## config.mk

```make
export PLATFORM = sky130hd
export DESIGN_NAME = led_sequencer
export DESIGN_NICKNAME = d
export VERILOG_FILES = /design/src/rtl/led_sequencer.sv
export SDC_FILE = /design/constraint.sdc
export NUM_CORES = 1
export LEC_CHECK = 0
export CORE_MARGIN = 2
export CORE_UTILIZATION = 55
export CTS_CLUSTER_SIZE = 25
export DETAILED_ROUTE_END_ITERATION = 10
export GPL_TIMING_DRIVEN = 0
export PLACE_DENSITY = 0.75
export SYNTH_ARGS = -nofsm -noshare
export SYNTH_HDL_FRONTEND = slang
export SYNTH_SLANG_ARGS = --single-unit
```

## constraint.sdc

```tcl
create_clock -name CLK -period 6.1 [get_ports CLK]
set_input_delay 0.915 -clock CLK [delete_from_list [all_inputs] [get_ports CLK]]
set_output_delay 0.915 -clock CLK [all_outputs]
set_load 0.03 [all_outputs]
```

## src/rtl/led_sequencer.sv

```systemverilog
// rtl/led_sequencer.sv - multi-channel programmable LED pattern generator
// Shared prescaler tick drives per-channel OFF/ON/BLINK/BURST pattern state.
module led_sequencer #(
  parameter int CLK_HZ   = 40000000,
  parameter int TICK_HZ  = 1000,
  parameter int NUM_LEDS = 4,
  parameter int PERIOD_W = 16,
  parameter int COUNT_W  = 4,
  parameter int CH_W     = 2
) (
  input  logic                CLK,
  input  logic                RESET,
  input  logic                WR_EN,
  input  logic [CH_W-1:0]     WR_CH,
  input  logic [1:0]          WR_MODE,
  input  logic [PERIOD_W-1:0] WR_PERIOD,
  input  logic [COUNT_W-1:0]  WR_COUNT,
  output logic [NUM_LEDS-1:0] LED,
  output logic                TICK
);

  localparam int DIV   = CLK_HZ / TICK_HZ;
  localparam int PS_W  = (DIV > 1) ? $clog2(DIV) : 1;
  localparam int GAP_W = PERIOD_W + 2;
  localparam int FC_W  = COUNT_W + 1;
  localparam logic [PS_W-1:0] PS_LAST = PS_W'(DIV - 1);

  typedef enum logic [1:0] {M_OFF, M_ON, M_BLINK, M_BURST} mode_t;
  typedef enum logic [1:0] {S_ON, S_OFF, S_GAP} state_t;

  logic [PS_W-1:0]     ps_cnt;
  mode_t               mode   [NUM_LEDS];
  logic [PERIOD_W-1:0] period [NUM_LEDS];
  logic [COUNT_W-1:0]  count  [NUM_LEDS];
  logic [GAP_W-1:0]    phase  [NUM_LEDS];
  logic [COUNT_W-1:0]  flash  [NUM_LEDS];
  state_t              state  [NUM_LEDS];

  logic [GAP_W-1:0]    on_last  [NUM_LEDS];
  logic [GAP_W-1:0]    gap_last [NUM_LEDS];
  logic [NUM_LEDS-1:0] wr_hit;

  // Phase compare points are widened so period = 2**PERIOD_W-1 and 4*period never wrap.
  always_comb begin
    for (int i = 0; i < NUM_LEDS; i++) begin
      on_last[i]  = GAP_W'(period[i]) - GAP_W'(1);
      gap_last[i] = {period[i], 2'b00} - GAP_W'(1);
      wr_hit[i]   = WR_EN && (WR_CH == CH_W'(i));
    end
  end

  always_ff @(posedge CLK) begin
    if (RESET) begin
      ps_cnt <= '0;
      TICK   <= 1'b0;
      LED    <= '0;
      for (int i = 0; i < NUM_LEDS; i++) begin
        mode[i]   <= M_OFF;
        period[i] <= PERIOD_W'(1);
        count[i]  <= '0;
        phase[i]  <= '0;
        flash[i]  <= '0;
        state[i]  <= S_ON;
      end
    end else begin
      ps_cnt <= (ps_cnt == PS_LAST) ? '0 : ps_cnt + PS_W'(1);
      TICK   <= (ps_cnt == PS_LAST);

      for (int i = 0; i < NUM_LEDS; i++) begin
        if (wr_hit[i]) begin
          // A write restarts the pattern and takes priority over a coincident tick.
          mode[i]   <= mode_t'(WR_MODE);
          period[i] <= (WR_PERIOD == '0) ? PERIOD_W'(1) : WR_PERIOD;
          count[i]  <= WR_COUNT;
          phase[i]  <= '0;
          flash[i]  <= '0;
          state[i]  <= S_ON;
          case (mode_t'(WR_MODE))
            M_OFF:   LED[i] <= 1'b0;
            M_BURST: LED[i] <= (WR_COUNT != '0);
            default: LED[i] <= 1'b1;
          endcase
        end else if (TICK) begin
          case (mode[i])
            M_BLINK: begin
              if (phase[i] == on_last[i]) begin
                phase[i] <= '0;
                state[i] <= (state[i] == S_ON) ? S_OFF : S_ON;
                LED[i]   <= (state[i] != S_ON);
              end else begin
                phase[i] <= phase[i] + GAP_W'(1);
              end
            end
            M_BURST: begin
              if (count[i] != '0) begin
                case (state[i])
                  S_ON: begin
                    if (phase[i] == on_last[i]) begin
                      phase[i] <= '0;
                      flash[i] <= flash[i] + COUNT_W'(1);
                      LED[i]   <= 1'b0;
                      if (FC_W'(flash[i]) + FC_W'(1) == FC_W'(count[i]))
                        state[i] <= S_GAP;
                      else
                        state[i] <= S_OFF;
                    end else begin
                      phase[i] <= phase[i] + GAP_W'(1);
                    end
                  end
                  S_OFF: begin
                    if (phase[i] == on_last[i]) begin
                      phase[i] <= '0;
                      state[i] <= S_ON;
                      LED[i]   <= 1'b1;
                    end else begin
                      phase[i] <= phase[i] + GAP_W'(1);
                    end
                  end
                  default: begin
                    if (phase[i] == gap_last[i]) begin
                      phase[i] <= '0;
                      flash[i] <= '0;
                      state[i] <= S_ON;
                      LED[i]   <= 1'b1;
                    end else begin
                      phase[i] <= phase[i] + GAP_W'(1);
                    end
                  end
                endcase
              end
            end
            default: ;
          endcase
        end
      end
    end
  end

endmodule

```

==> qor.log <==
qor: grt.first_global_vias 10200
qor: power.irDropWorstVdd 220 uV
qor: cts.cts_resized 0
qor: cells_and_area.fill_cells 2033
qor: critical_path.critical_path.slowest_cell sky130_fd_sc_hd__nor4b_2
qor: hold_path.hold_start ps_cnt[0]
qor: sta.slew_violations 0
qor: sta.worstMarginPinSlew 1180 ps
qor: critical_path.required 6370 ps
qor: grt.global_route.peak_usage_layer met2
qor: cells_and_area.multi_input_comb_area 7420 sq um
qor: cts.clkSinkCount 205
qor: sta.report.final.setup_viol 0
qor: cts.cts_htree_levels 1
qor: placed_design.hpwl 23.3 mm
qor: cts.clkLatencyLatePin 530 ps
qor: synth.synth_ff_type sky130_fd_sc_hd__edfxtp_1
qor: routing.drcViolationCount 0
qor: floorplanning.ioPinCount 32
qor: grt.grt.met3_usage 3.54%
qor: job.max_cap_viol_count 0
qor: critical_path.criticalPathCategory reg -> reg
qor: floorplanning.fp.dieArea 26400 sq um
qor: cells_and_area.fin_nets 1520
qor: sta.max_transition_margin 21.3%
qor: synth.syn-cell-area 13800 sq um
qor: routing.drt_first_iter_violations 727
qor: synth.postSynth.asyncResetShare 0%
qor: floorplanning.die-height 162 um
qor: sta.setup_repair_after_global_routing_missed_its_margin false
qor: critical_path.setup.worst_path.end_class flip-flop
qor: cts.cts-root-to-sink-buffers 3
qor: grt.grtUsageTotal 24.2%
qor: routing.number_of_nets_with_antenna_violations_after_detailed_routing 0
qor: grt.grt_first_pass_wirelength 51.5 mm
qor: cells_and_area.ff_latch_area 5950 sq um
qor: synth.synth_enable_flop_cells 184
qor: sta.timing.final.crit_period 4580 ps
qor: synth.syn_nets 1463
qor: critical_path.worst_ep_arrival_time 4860 ps
qor: floorplanning.die_w 162 um
qor: sta.worst_hold_slack_after_final_layout 478 ps
qor: cts.clk_root_buffer_cell sky130_fd_sc_hd__clkbuf_16
qor: critical_path.worstSetupStartpointType flip-flop
qor: grt.grt_antenna_before_repair 3
qor: critical_path.critical_path.cell_chain inv_1 -> ha_1 -> nor3b_1 -> nor4b_2 -> o2111ai_1 -> or4_1 -> nor4_1 -> nand4b_1 -> a21oi_2 -> buf_4 -> nor2_1
qor: sta.layout_setup_ws 1520 ps
qor: floorplanning.floorplan.core_area 24500 sq um
qor: routing.wl_per_cell 17.5 um
qor: synth.synth-seq-area-share 43.0%
qor: synth.synth_cell_types 81
qor: routing.detailroute.via_count 10700
qor: cts.tritoncts_buffer_count 24
qor: cts.post-cts-setup-buffer-count 0
qor: grt.gr-usage-met1 32.2%
qor: cells_and_area.area_delta_synth_final 10.8%
qor: placed_design.place.detailed.instances 1778
qor: synth.post_synth_inst_count 1423
qor: critical_path.critical_path.max_stage_delay 670 ps
qor: critical_path.worstPathMaxFanout 10
qor: placed_design.place_ws 1600 ps
qor: sta.final.setup.tns 0 ps
qor: grt.grtUsageMet2 40.9%
qor: synth.ffs_latches_synth 205
qor: power.power 3.59 mW
qor: sta.finClkSkew 13.7 ps
qor: cells_and_area.final_layout_size_suffix_gt1_share 5.61%
qor: synth.synthesis.area_per_instance 9.71 sq um
qor: sta.timing_hold_violations_final 0
qor: placed_design.port_buffers 31
qor: routing.via_per_inst 5.86
qor: placed_design.weighted_congestion_at_the_end_of_routability_driven_global_placement 0.920
qor: grt.grt_start_max_net_pins 26
qor: routing.wl 32.0 mm
qor: sta.fmax 218 MHz
qor: hold_path.timing.hold.worst.class reg -> reg
qor: grt.globalRouteOverflowTotal 0
qor: power.p_leak 5.16 nW
qor: cts.cts.reportedPaths.clkPinSlew 60 ps
qor: critical_path.startpoint_of_the_worst_setup_timing_path period[2][0]
qor: floorplanning.rows 57
qor: power.power.density_cell_area 234 nW/um^2
qor: critical_path.regToRegStartpoint period[2][0]
qor: cells_and_area.finalNonFillerCells 1823
qor: cts.tritoncts yes
qor: synth.synthesis.yosys.warnings 0
qor: routing.drtPass1Iterations 6
qor: status.outcome finished clean
qor: cts.cts_hold_buf 0
qor: floorplanning.starting_density 56.5%
qor: sta.layout_worst_path_cycle_share 75.1%
[power breakdown]
group,internal [mW],total (mW),switching [mW]
combinational,0.215,0.488,0.274
clock,0.818,1.40,0.580
sequential,1.62,1.70,0.0859
total,2.65,3.59,0.940
[through the flow]
step	utilization [%]	area, sq um
after floorplan	-	13800
after global placement	59.4	14500
after detailed placement	59.4	14500
after CTS	62.5	15300
after global routing	62.6	15300
final	62.6	15300
[cell usage in the layout (no fill, tap or decap), types with 8 or more instances in the layout]
| cell type | count |
|---|---|
| sky130_fd_sc_hd__a31oi_1 | 9 |
| sky130_fd_sc_hd__a21oi_1 | 25 |
| sky130_fd_sc_hd__o21ai_0 | 36 |
| sky130_fd_sc_hd__xnor2_1 | 138 |
| sky130_fd_sc_hd__or3_1 | 17 |
| sky130_fd_sc_hd__clkbuf_1 | 70 |
| sky130_fd_sc_hd__inv_1 | 30 |
| sky130_fd_sc_hd__nor3b_1 | 12 |
| sky130_fd_sc_hd__and3_1 | 31 |
| sky130_fd_sc_hd__o211ai_1 | 10 |
| sky130_fd_sc_hd__nand3_1 | 62 |
| sky130_fd_sc_hd__and2_1 | 92 |
| sky130_fd_sc_hd__nand2_1 | 85 |
| sky130_fd_sc_hd__xnor3_1 | 11 |
| sky130_fd_sc_hd__nor3_1 | 44 |
| sky130_fd_sc_hd__ha_1 | 13 |
| sky130_fd_sc_hd__o31ai_1 | 10 |
| sky130_fd_sc_hd__or2_2 | 8 |
| sky130_fd_sc_hd__clkdlybuf4s50_1 | 31 |
| sky130_fd_sc_hd__nor4_1 | 24 |
| sky130_fd_sc_hd__edfxtp_1 | 184 |
| sky130_fd_sc_hd__clkbuf_16 | 24 |
| sky130_fd_sc_hd__nand2b_1 | 19 |
| sky130_fd_sc_hd__xor2_1 | 103 |
| sky130_fd_sc_hd__nand4_1 | 33 |
| sky130_fd_sc_hd__dfxtp_1 | 21 |
| sky130_fd_sc_hd__or4_1 | 24 |
| sky130_fd_sc_hd__nor2_1 | 170 |
| sky130_fd_sc_hd__nor2b_1 | 21 |
[final timing paths]
path,end,slack [ps],cells past startpoint
max,phase[2][10],1520,11
min,ps_cnt[0],480,1
max reg2reg,phase[2][10],1520,11
min reg2reg,ps_cnt[0],480,1
[synth_stat cells (24+ instances only)]
cell type | instances | share of area [%]
sky130_fd_sc_hd__a21oi_1 | 25 | 0.91
sky130_fd_sc_hd__and2_1 | 92 | 4.2
sky130_fd_sc_hd__and3_1 | 31 | 1.4
sky130_fd_sc_hd__clkbuf_1 | 65 | 1.8
sky130_fd_sc_hd__edfxtp_1 | 184 | 40
sky130_fd_sc_hd__inv_1 | 30 | 0.82
sky130_fd_sc_hd__nand2_1 | 85 | 2.3
sky130_fd_sc_hd__nand3_1 | 62 | 2.2
sky130_fd_sc_hd__nand4_1 | 33 | 1.5
sky130_fd_sc_hd__nor2_1 | 170 | 4.6
sky130_fd_sc_hd__nor3_1 | 44 | 1.6
sky130_fd_sc_hd__nor4_1 | 24 | 1.1
sky130_fd_sc_hd__o21ai_0 | 36 | 1.3
sky130_fd_sc_hd__or4_1 | 24 | 1.3
sky130_fd_sc_hd__xnor2_1 | 138 | 8.8
sky130_fd_sc_hd__xor2_1 | 103 | 6.5
[final cells by class]
type,instances,area share (%)
inverters,30,0.736
flip-flops and latches,205,38.9
plain buffers,79,2.16
multi-input cells,1109,48.5
diodes,1,0.0164
clock buffers,33,4.41
well taps,324,2.65
clock inverters,11,0.638
repair buffers,31,2.03
[flip-flops by register name, summed over array words and instances (netlist names)]
register  cells
state         8
flash        16
mode          8
phase        72
TICK          1
ps_cnt       16
LED           4
count        16
period       64
[critical path, delay by kind of cell, from the launching register on]
kind            cells  cell delay [ps]
simple gates        6             2490
compound gates      2              770
flops               1              500
fa+ha+maj           1              190
buf+inv             2              360
[kinds of logic (layout without fill, tap and decap cells)]
logic type	Yosys count	count (layout)	share of synthesized area, %
compound gates	148	148	7.51
mux	8	8	0.607
other cells	0	1	0
fa+ha+maj	13	13	1.18
xor+xnor	255	255	17.6
buf+inv	109	184	3.21
simple gates	685	685	26.9
flops	205	205	43.0
[metal layers]
metal / wire (um) / up-vias
met5: 27 / -
met4: 1050 / 4
met3: 1710 / 72
met2: 15200 / 291
met1: 13900 / 5114
li1: - / 5202
Power figures use the tool's default switching activity.
